--- src/rtl/markov_update_scheduler_if.sv ---
// Request/acknowledge bundle between the four fragment streams and the scheduler.
interface markov_update_scheduler_if #(
  parameter int SEQ_W = 32
) ();
  logic [3:0]         req;
  logic [4*SEQ_W-1:0] seq_in;
  logic [3:0]         ack;
  logic               hit;
  logic               drop;

  modport master (output req, seq_in, input ack, hit, drop);
  modport slave  (input req, seq_in, output ack, hit, drop);
endinterface

--- src/rtl/markov_update_scheduler.sv ---
// Round-robin arbiter feeding a linear-search Markov sequence occurrence table.
module markov_update_scheduler #(
  parameter int NOTE_BIT_LEN    = 8,
  parameter int DELAY_BIT_LEN   = 8,
  parameter int SEQUENCE_LEN    = 2,
  parameter int SEQ_CNT_BIT_LEN = 8,
  parameter int TABLE_DEPTH     = 16,
  localparam int SEQ_W = SEQUENCE_LEN * (NOTE_BIT_LEN + DELAY_BIT_LEN),
  localparam int IDX_W = $clog2(TABLE_DEPTH)
) (
  input  logic                         clk,
  input  logic                         rst_n,
  markov_update_scheduler_if.slave     bus,
  output logic                         busy,
  output logic [IDX_W:0]               used,
  input  logic [IDX_W-1:0]             rd_addr,
  output logic [SEQ_W-1:0]             rd_seq,
  output logic [SEQ_CNT_BIT_LEN-1:0]   rd_cnt
);

  typedef enum logic [2:0] {IDLE, SEARCH, UPDATE, INSERT, ACK} state_t;

  localparam logic [IDX_W:0] DEPTH = (IDX_W+1)'(TABLE_DEPTH);

  state_t                      state;
  logic [SEQ_W-1:0]            tbl_seq [TABLE_DEPTH];
  logic [SEQ_CNT_BIT_LEN-1:0]  tbl_cnt [TABLE_DEPTH];
  logic [1:0]                  rr_ptr;
  logic [1:0]                  g;
  logic [SEQ_W-1:0]            cur;
  logic [IDX_W:0]              idx;

  logic                        gnt_valid;
  logic [1:0]                  gnt_idx;
  logic [1:0]                  cand;

  // Cyclic priority search starting at rr_ptr.
  always_comb begin
    gnt_valid = 1'b0;
    gnt_idx   = rr_ptr;
    cand      = rr_ptr;
    for (int unsigned off = 0; off < 4; off++) begin
      cand = rr_ptr + 2'(off);
      if (!gnt_valid && bus.req[cand]) begin
        gnt_valid = 1'b1;
        gnt_idx   = cand;
      end
    end
  end

  assign busy = (state != IDLE);

  always_ff @(posedge clk) begin
    if (!rst_n) begin
      state    <= IDLE;
      used     <= '0;
      rr_ptr   <= '0;
      g        <= '0;
      cur      <= '0;
      idx      <= '0;
      bus.ack  <= '0;
      bus.hit  <= 1'b0;
      bus.drop <= 1'b0;
      rd_seq   <= '0;
      rd_cnt   <= '0;
      for (int unsigned i = 0; i < TABLE_DEPTH; i++) begin
        tbl_seq[i] <= '0;
        tbl_cnt[i] <= '0;
      end
    end else begin
      rd_seq <= ({1'b0, rd_addr} < used) ? tbl_seq[rd_addr] : '0;
      rd_cnt <= ({1'b0, rd_addr} < used) ? tbl_cnt[rd_addr] : '0;

      case (state)
        IDLE: begin
          if (gnt_valid) begin
            g     <= gnt_idx;
            cur   <= bus.seq_in[gnt_idx*SEQ_W +: SEQ_W];
            idx   <= '0;
            state <= SEARCH;
          end
        end
        SEARCH: begin
          if (used == '0)
            state <= INSERT;
          else if (tbl_seq[idx[IDX_W-1:0]] == cur)
            state <= UPDATE;
          else if (idx == used - 1'b1)
            state <= INSERT;
          else
            idx <= idx + 1'b1;
        end
        UPDATE: begin
          if (tbl_cnt[idx[IDX_W-1:0]] != '1)
            tbl_cnt[idx[IDX_W-1:0]] <= tbl_cnt[idx[IDX_W-1:0]] + 1'b1;
          bus.hit <= 1'b1;
          bus.ack <= 4'b0001 << g;
          state   <= ACK;
        end
        INSERT: begin
          if (used < DEPTH) begin
            tbl_seq[used[IDX_W-1:0]] <= cur;
            tbl_cnt[used[IDX_W-1:0]] <= SEQ_CNT_BIT_LEN'(1);
            used <= used + 1'b1;
          end else begin
            bus.drop <= 1'b1;
          end
          bus.ack <= 4'b0001 << g;
          state   <= ACK;
        end
        ACK: begin
          bus.ack  <= '0;
          bus.hit  <= 1'b0;
          bus.drop <= 1'b0;
          rr_ptr   <= g + 2'd1;
          state    <= IDLE;
        end
        default: state <= IDLE;
      endcase
    end
  end

endmodule

--- src/flat_wrapper.sv ---
// flat-port wrapper written by rule: the top's interface ports become plain ports
module markov_update_scheduler_flat 
#(
  parameter int NOTE_BIT_LEN    = 8,
  parameter int DELAY_BIT_LEN   = 8,
  parameter int SEQUENCE_LEN    = 2,
  parameter int SEQ_CNT_BIT_LEN = 8,
  parameter int TABLE_DEPTH     = 16,
  localparam int SEQ_W = SEQUENCE_LEN * (NOTE_BIT_LEN + DELAY_BIT_LEN),
  localparam int IDX_W = $clog2(TABLE_DEPTH)
)
  (clk, rst_n, busy, used, rd_addr, rd_seq, rd_cnt, bus_req, bus_seq_in, bus_ack, bus_hit, bus_drop);
  markov_update_scheduler_if #(.SEQ_W((32))) bus_i ();
  input  logic clk;
  input  logic rst_n;
  output logic busy;
  output logic [IDX_W:0] used;
  input  logic [IDX_W-1:0] rd_addr;
  output logic [SEQ_W-1:0] rd_seq;
  output logic [SEQ_CNT_BIT_LEN-1:0] rd_cnt;
  input wire logic [$bits(bus_i.req)-1:0] bus_req;
  input wire logic [$bits(bus_i.seq_in)-1:0] bus_seq_in;
  output wire logic [$bits(bus_i.ack)-1:0] bus_ack;
  output wire logic [$bits(bus_i.hit)-1:0] bus_hit;
  output wire logic [$bits(bus_i.drop)-1:0] bus_drop;
  assign bus_i.req = bus_req;
  assign bus_i.seq_in = bus_seq_in;
  assign bus_ack = bus_i.ack;
  assign bus_hit = bus_i.hit;
  assign bus_drop = bus_i.drop;
  markov_update_scheduler #(.NOTE_BIT_LEN(NOTE_BIT_LEN), .DELAY_BIT_LEN(DELAY_BIT_LEN), .SEQUENCE_LEN(SEQUENCE_LEN), .SEQ_CNT_BIT_LEN(SEQ_CNT_BIT_LEN), .TABLE_DEPTH(TABLE_DEPTH)) u_core (.clk(clk), .rst_n(rst_n), .bus(bus_i), .busy(busy), .used(used), .rd_addr(rd_addr), .rd_seq(rd_seq), .rd_cnt(rd_cnt));
endmodule
--- config.mk ---
export PLATFORM = sky130hd
export DESIGN_NAME = markov_update_scheduler_flat
export DESIGN_NICKNAME = d
export VERILOG_FILES = /design/src/rtl/markov_update_scheduler_if.sv /design/src/rtl/markov_update_scheduler.sv /design/src/flat_wrapper.sv
export SDC_FILE = /design/constraint.sdc
export NUM_CORES = 1
export LEC_CHECK = 0
export BUFFER_PORTS_ARGS = -buffer_cell sky130_fd_sc_hd__buf_2
export CORE_UTILIZATION = 55
export CTS_CLUSTER_SIZE = 8
export DETAILED_ROUTE_END_ITERATION = 12
export HOLD_SLACK_MARGIN = 0.03
export PLACE_DENSITY_LB_ADDON = 0.08
export SETUP_SLACK_MARGIN = 0.3
export SKIP_CTS_REPAIR_TIMING = 1
export SYNTH_ARGS = -nofsm -noshare
export SYNTH_HDL_FRONTEND = slang
export SYNTH_SLANG_ARGS = --single-unit
--- constraint.sdc ---
create_clock -name clk -period 6.5 [get_ports clk]
set_clock_uncertainty 0.2 [all_clocks]
set_input_delay 0.65 -clock clk [delete_from_list [all_inputs] [get_ports clk]]
set_output_delay 0.65 -clock clk [all_outputs]
set_load 0.01 [all_outputs]
Yosys cells after proc, flatten, opt, wreduce, memory -nomap -nowiden
Memories as Yosys holds them, arrays and structs flattened. A register that Yosys moved wholly into a read port is not among the register bits.
Cells that the tools add are included.
{"block": "word_totals", "regBits": 55, "ramBits": 640, "in_bits": 138, "output_inout_bits": 52, "elab_cells": 116, "memories": 2}
{"block": "op_classes", "add_sub_neg": 8, "magnitude_cmp": 6, "eq_ne": 13, "n_shift": 2, "mux": 51, "n_reduce_logical": 25}
{"name": "u_core.tbl_seq", "words": 16, "width": 32, "read_ports": 2, "rd_clocked_by_memory_dff": 2, "write_ports": 16, "line": "markov_update_scheduler.sv:26", "source": "logic [SEQ_W-1:0] tbl_seq [TABLE_DEPTH];"}
{"name": "u_core.tbl_cnt", "words": 16, "width": 8, "read_ports": 2, "rd_clocked_by_memory_dff": 2, "write_ports": 16, "line": "markov_update_scheduler.sv:27", "source": "logic [SEQ_CNT_BIT_LEN-1:0] tbl_cnt [TABLE_DEPTH];"}
{"op": "$shiftx A128 B8 Y32", "count": 1}
{"op": "$eq A32 B32 Y1", "count": 1}
{"op": "$mux W32", "count": 1}
{"op": "$reduce_or A32 Y1", "count": 1}
{"op": "$mux W4", "count": 7}
{"op": "$mux W1", "count": 21}
{"op": "$mux W5", "count": 4}
{"op": "$mux W8", "count": 2}
{"op": "$reduce_or A8 Y1", "count": 2}
{"op": "$lt A2 B3 Y1 const B", "count": 4}
{"op": "$mux W3", "count": 4}
{"op": "$add A5 B1 Y5 const B", "count": 2}
{"op": "$pmux W5 S2", "count": 1}
{"op": "$reduce_and A2 Y1", "count": 5}
{"op": "$pmux W3 S3", "count": 1}
{"op": "$add A8 B1 Y8 const B", "count": 1}
{"op": "$bmux W1 S2", "count": 4}
{"op": "$ne A2 B2 Y1 const B", "count": 4}
{"op": "$ne A8 B8 Y1 const B", "count": 1}
{"op": "$pmux W4 S2", "count": 1}
{"op": "$reduce_bool A2 Y1", "count": 4}
{"op": "$eq A3 B2 Y1 const B", "count": 2}
{"op": "$mux W2", "count": 3}
{"op": "$eq A5 B5 Y1", "count": 1}
{"op": "18 further kinds", "count": 27}

Logic depth before layout (Yosys ltp)
{"block": "depth", "depth_word": 16, "depth_mapped": 15, "ltp_nobuf": 10}

Worst setup path before layout
No wires, ideal clock.
{"block": "synth_path", "path_kind": "register to register", "from": "register (tool-made name)", "to": "memory u_core.tbl_cnt[6][0], enable pin", "setup_ns": 0.329, "t_arrival_ns": 3.369, "required_ns": 5.971, "slack_ns": 2.603, "path_stages_with_launch": 14, "n_path_buf": 4, "synth_period_minus_slack_ns": 3.897, "cell_sequence": "dfxtp_1 > buf_6 > buf_6 > buf_6 > buf_6 > mux4_2 > mux4_2 > ha_1 > and2_1 > a311o_2 > nor2_4 > a22o_4 > nand2_4 > nand2_1"}
{"item": "to (decl)", "line": "markov_update_scheduler.sv:27"}

==> reports/qor.yml <==
synth-simple-area-share_pct: 15.7
die_y_um: 271
synth_cell_types: 79
cp.required_ps: 6840
port-buffer-count: 189
synth-adder-area-share_pct: 0.410
clock_latency_ps: 660
grt_pass1_vias: 27200
clock.fmax_mhz: 209
yosys_warnings: 0
power_frac_clock_pct: 42.9
placed_cells: 3837
cp-start-kind: "register"
arrival_ps: 5120
synth_edf_count: 640
placedInstanceArea_um2: 41000
power.density_nw_per_um2: 265
multi_input_area_um2: 17000
synthFlopType: "edfxtp_1"
synth_xor_area_share_pct: 1.35
insertedDiodeCount: 0
fill_cells: 5437
p_int_mw: 8.73
avgViaCountPerCell: 6.86
dpl.hpwl_um: 74200
synth_top_family_by_area: "multiplexers"
ios: 190
syn_to_final_growth_pct: 10.5
numCtsBuffers: 102
fin_cells: 4025
p_switching_mw: 2.90
core-area_um2: 71500
grt_pass1_wl_um: 182000
fp-row-count: 98
seqCellArea_um2: 21200
track_usage_pct: 33.7
path_class: "register to register"
cts_buffer_depth: 3
worst_hold_slack_ps: 184
cts_tree: "done"
final_cell_area_um2: 43900
outcome: "complete, no violations"
min_path_type: "primary input to register"
syn_area_um2: 39700
wl_per_cell_um: 30.5
dieArea_um2: 73300
final_core_util_pct: 61.4
power_frac_comb_pct: 9.3
routed_wirelength_um: 123000
cp-end-kind: "register"
antenna_found_initial: 1
period_minus_slack_ps: 4780
drc: 0
rsz0062_at_grt: "false"
power_mw: 11.6
synth_cells: 2967
ir_drop_mv: 0.228
ys_async_sr_fraction_pct: 0
htree_levels: 3
ant_nets: 0
syn_nets: 3118
grt_max_degree: 99
critPathMaxFanout: 61
ys_ff_latch: 739
avgSynthCellArea_um2: 13.4
cts_sinks: 739
finalMaxSlewViolations: 0
gp_congestion: 0.919
maxSlewHeadroom_pct: 22.4
pwr-share-seq_pct: 47.8
p_leak_nw: 17.4
fin_setup_tns_ps: 0
root_buffer: "clkbuf_16"
via_count: 27600
final_nets: 3142
drv_cap: 0
drt_iter0_markers: 3408
preCtsSetupSlack_ps: 1810
ys_seq_area_share_pct: 53.4
finalSetupViolCount: 0
grt-ovfl-total: 0
setup_slack_ps: 1720
drive_above_1_share_pct: 24.8
initial_core_util_pct: 55.6
period_share_pct: 73.5
clkSlewWorstSetupHoldPaths_ps: 50
die_x_um: 271
synth.area.mux_share_pct: 21.8
finalHoldViolations: 0
worst_pin_slew_ps: 1160
switching_share_pct: 24.9
dr.pass1.iters: 5
synth_compound_area_share_pct: 3.24
state kept, by name, indices dropped and copies added, names as in the netlist, named ones only:
name	cells
u_core.rd_cnt	8
u_core.idx	5
u_core.bus.ack	4
u_core.bus.hit	1
u_core.cur	32
u_core.g	2
u_core.tbl_seq	512
u_core.rd_seq	32
u_core.bus.drop	1
u_core.rr_ptr	2
u_core.tbl_cnt	128
u_core.state	3
u_core.used	5
power groups by stage:
stage | sequential (mW) | combinational (mW) | clock (mW)
after global routing | 5.57 | 1.14 | 5.21
after global placement | 5.63 | 1.06 | 0
after detailed placement | 5.64 | 1.07 | 0
after CTS | 5.55 | 1.07 | 5.02
final | 5.56 | 1.08 | 4.99
after floorplan | 5.49 | 0.741 | 0
cell usage in the layout (no fill, tap or decap), types with 5 or more instances in the layout:
cell | netlist | routed
xnor2_1 | 38 | 38
mux2_2 | 22 | 22
nor4_1 | 5 | 5
nand4_1 | 6 | 6
nor2b_1 | 46 | 46
a22o_1 | 10 | 10
inv_1 | 19 | 19
mux4_1 | 20 | 20
a21oi_1 | 62 | 60
ha_1 | 13 | 9
nand2b_1 | 11 | 10
nand2_4 | 8 | 10
dfxtp_1 | 99 | 95
nand2_1 | 266 | 251
clkbuf_1 | 243 | 79
clkbuf_16 | 0 | 104
buf_2 | 17 | 186
nand3_1 | 113 | 112
mux2i_1 | 93 | 93
and3_1 | 515 | 515
a31o_2 | 6 | 6
and2_1 | 6 | 6
o221ai_1 | 6 | 6
o22ai_1 | 11 | 10
xor2_1 | 23 | 23
mux4_2 | 307 | 307
nor3_1 | 11 | 7
a22oi_1 | 22 | 22
nor2_1 | 166 | 166
edfxtp_1 | 640 | 640
nand2_2 | 8 | 21
buf_4 | 14 | 58
o21ai_0 | 13 | 12
final cells by class:
class                   instances  area share [%]
repair buffers                248            3.26
well taps                     950            2.71
clock buffers                 183            6.60
multi-input cells            1880            38.8
inverters                      20           0.171
clock inverters                 5           0.108
flip-flops and latches        739            48.3
cell families after synthesis:
family                     Yosys count
adders and majority gates           13
buffers and inverters              348
AOI/OAI and AO/OA                  177
and+or+nand+nor                   1185
DFF                                739
xor gates and xnor gates            61
muxes                              444
metal layers:
layer	part of all wire, %	GRT usage, %
met1	38	45.7
met2	48	54.1
met3	9.9	6.80
met4	3.9	12.5
met5	0	0
synth_stat cells, types with 14 or more instances:
master / n / share of area, %
inv_1: 19 / 0.18
xor2_1: 23 / 0.51
buf_6: 18 / 0.51
nor2b_1: 46 / 0.72
mux2i_1: 93 / 2.3
dfxtp_1: 99 / 5.0
nand2_1: 266 / 2.5
mux4_1: 20 / 1.3
mux4_2: 307 / 17
buf_4: 14 / 0.26
and3_1: 515 / 8.1
mux2_2: 22 / 0.62
xnor2_1: 38 / 0.84
nor2_1: 166 / 1.6
clkbuf_1: 243 / 2.3
edfxtp_1: 640 / 48
a22oi_1: 22 / 0.42
buf_2: 17 / 0.21
buf_1: 28 / 0.26
nand3_1: 113 / 1.4
a21oi_1: 62 / 0.78
worst max-delay path: stages (launching register included):
cell and delay [ps]:
dfxtp_4 870, buf_12 490, mux4_1 620, mux2i_1 190
xor2_1 250, nand4_1 270, o41ai_1 210, o221ai_1 270
nor4_2 580, and2_4 290, nor2_1 100, a22o_1 270
path summary, 6_finish.rpt:
check                 endpoint         startpoint  cells after the start  slack, ps
max              u_core.idx[1]           register                     11       1720
min              u_core.cur[0]     bus_seq_in[64]                      5        180
max reg2reg      u_core.idx[1]           register                     11       1720
min reg2reg  u_core.bus.ack[0]  u_core.bus.ack[0]                      2        300
No activity file was read; power rests on OpenSTA's default activity.
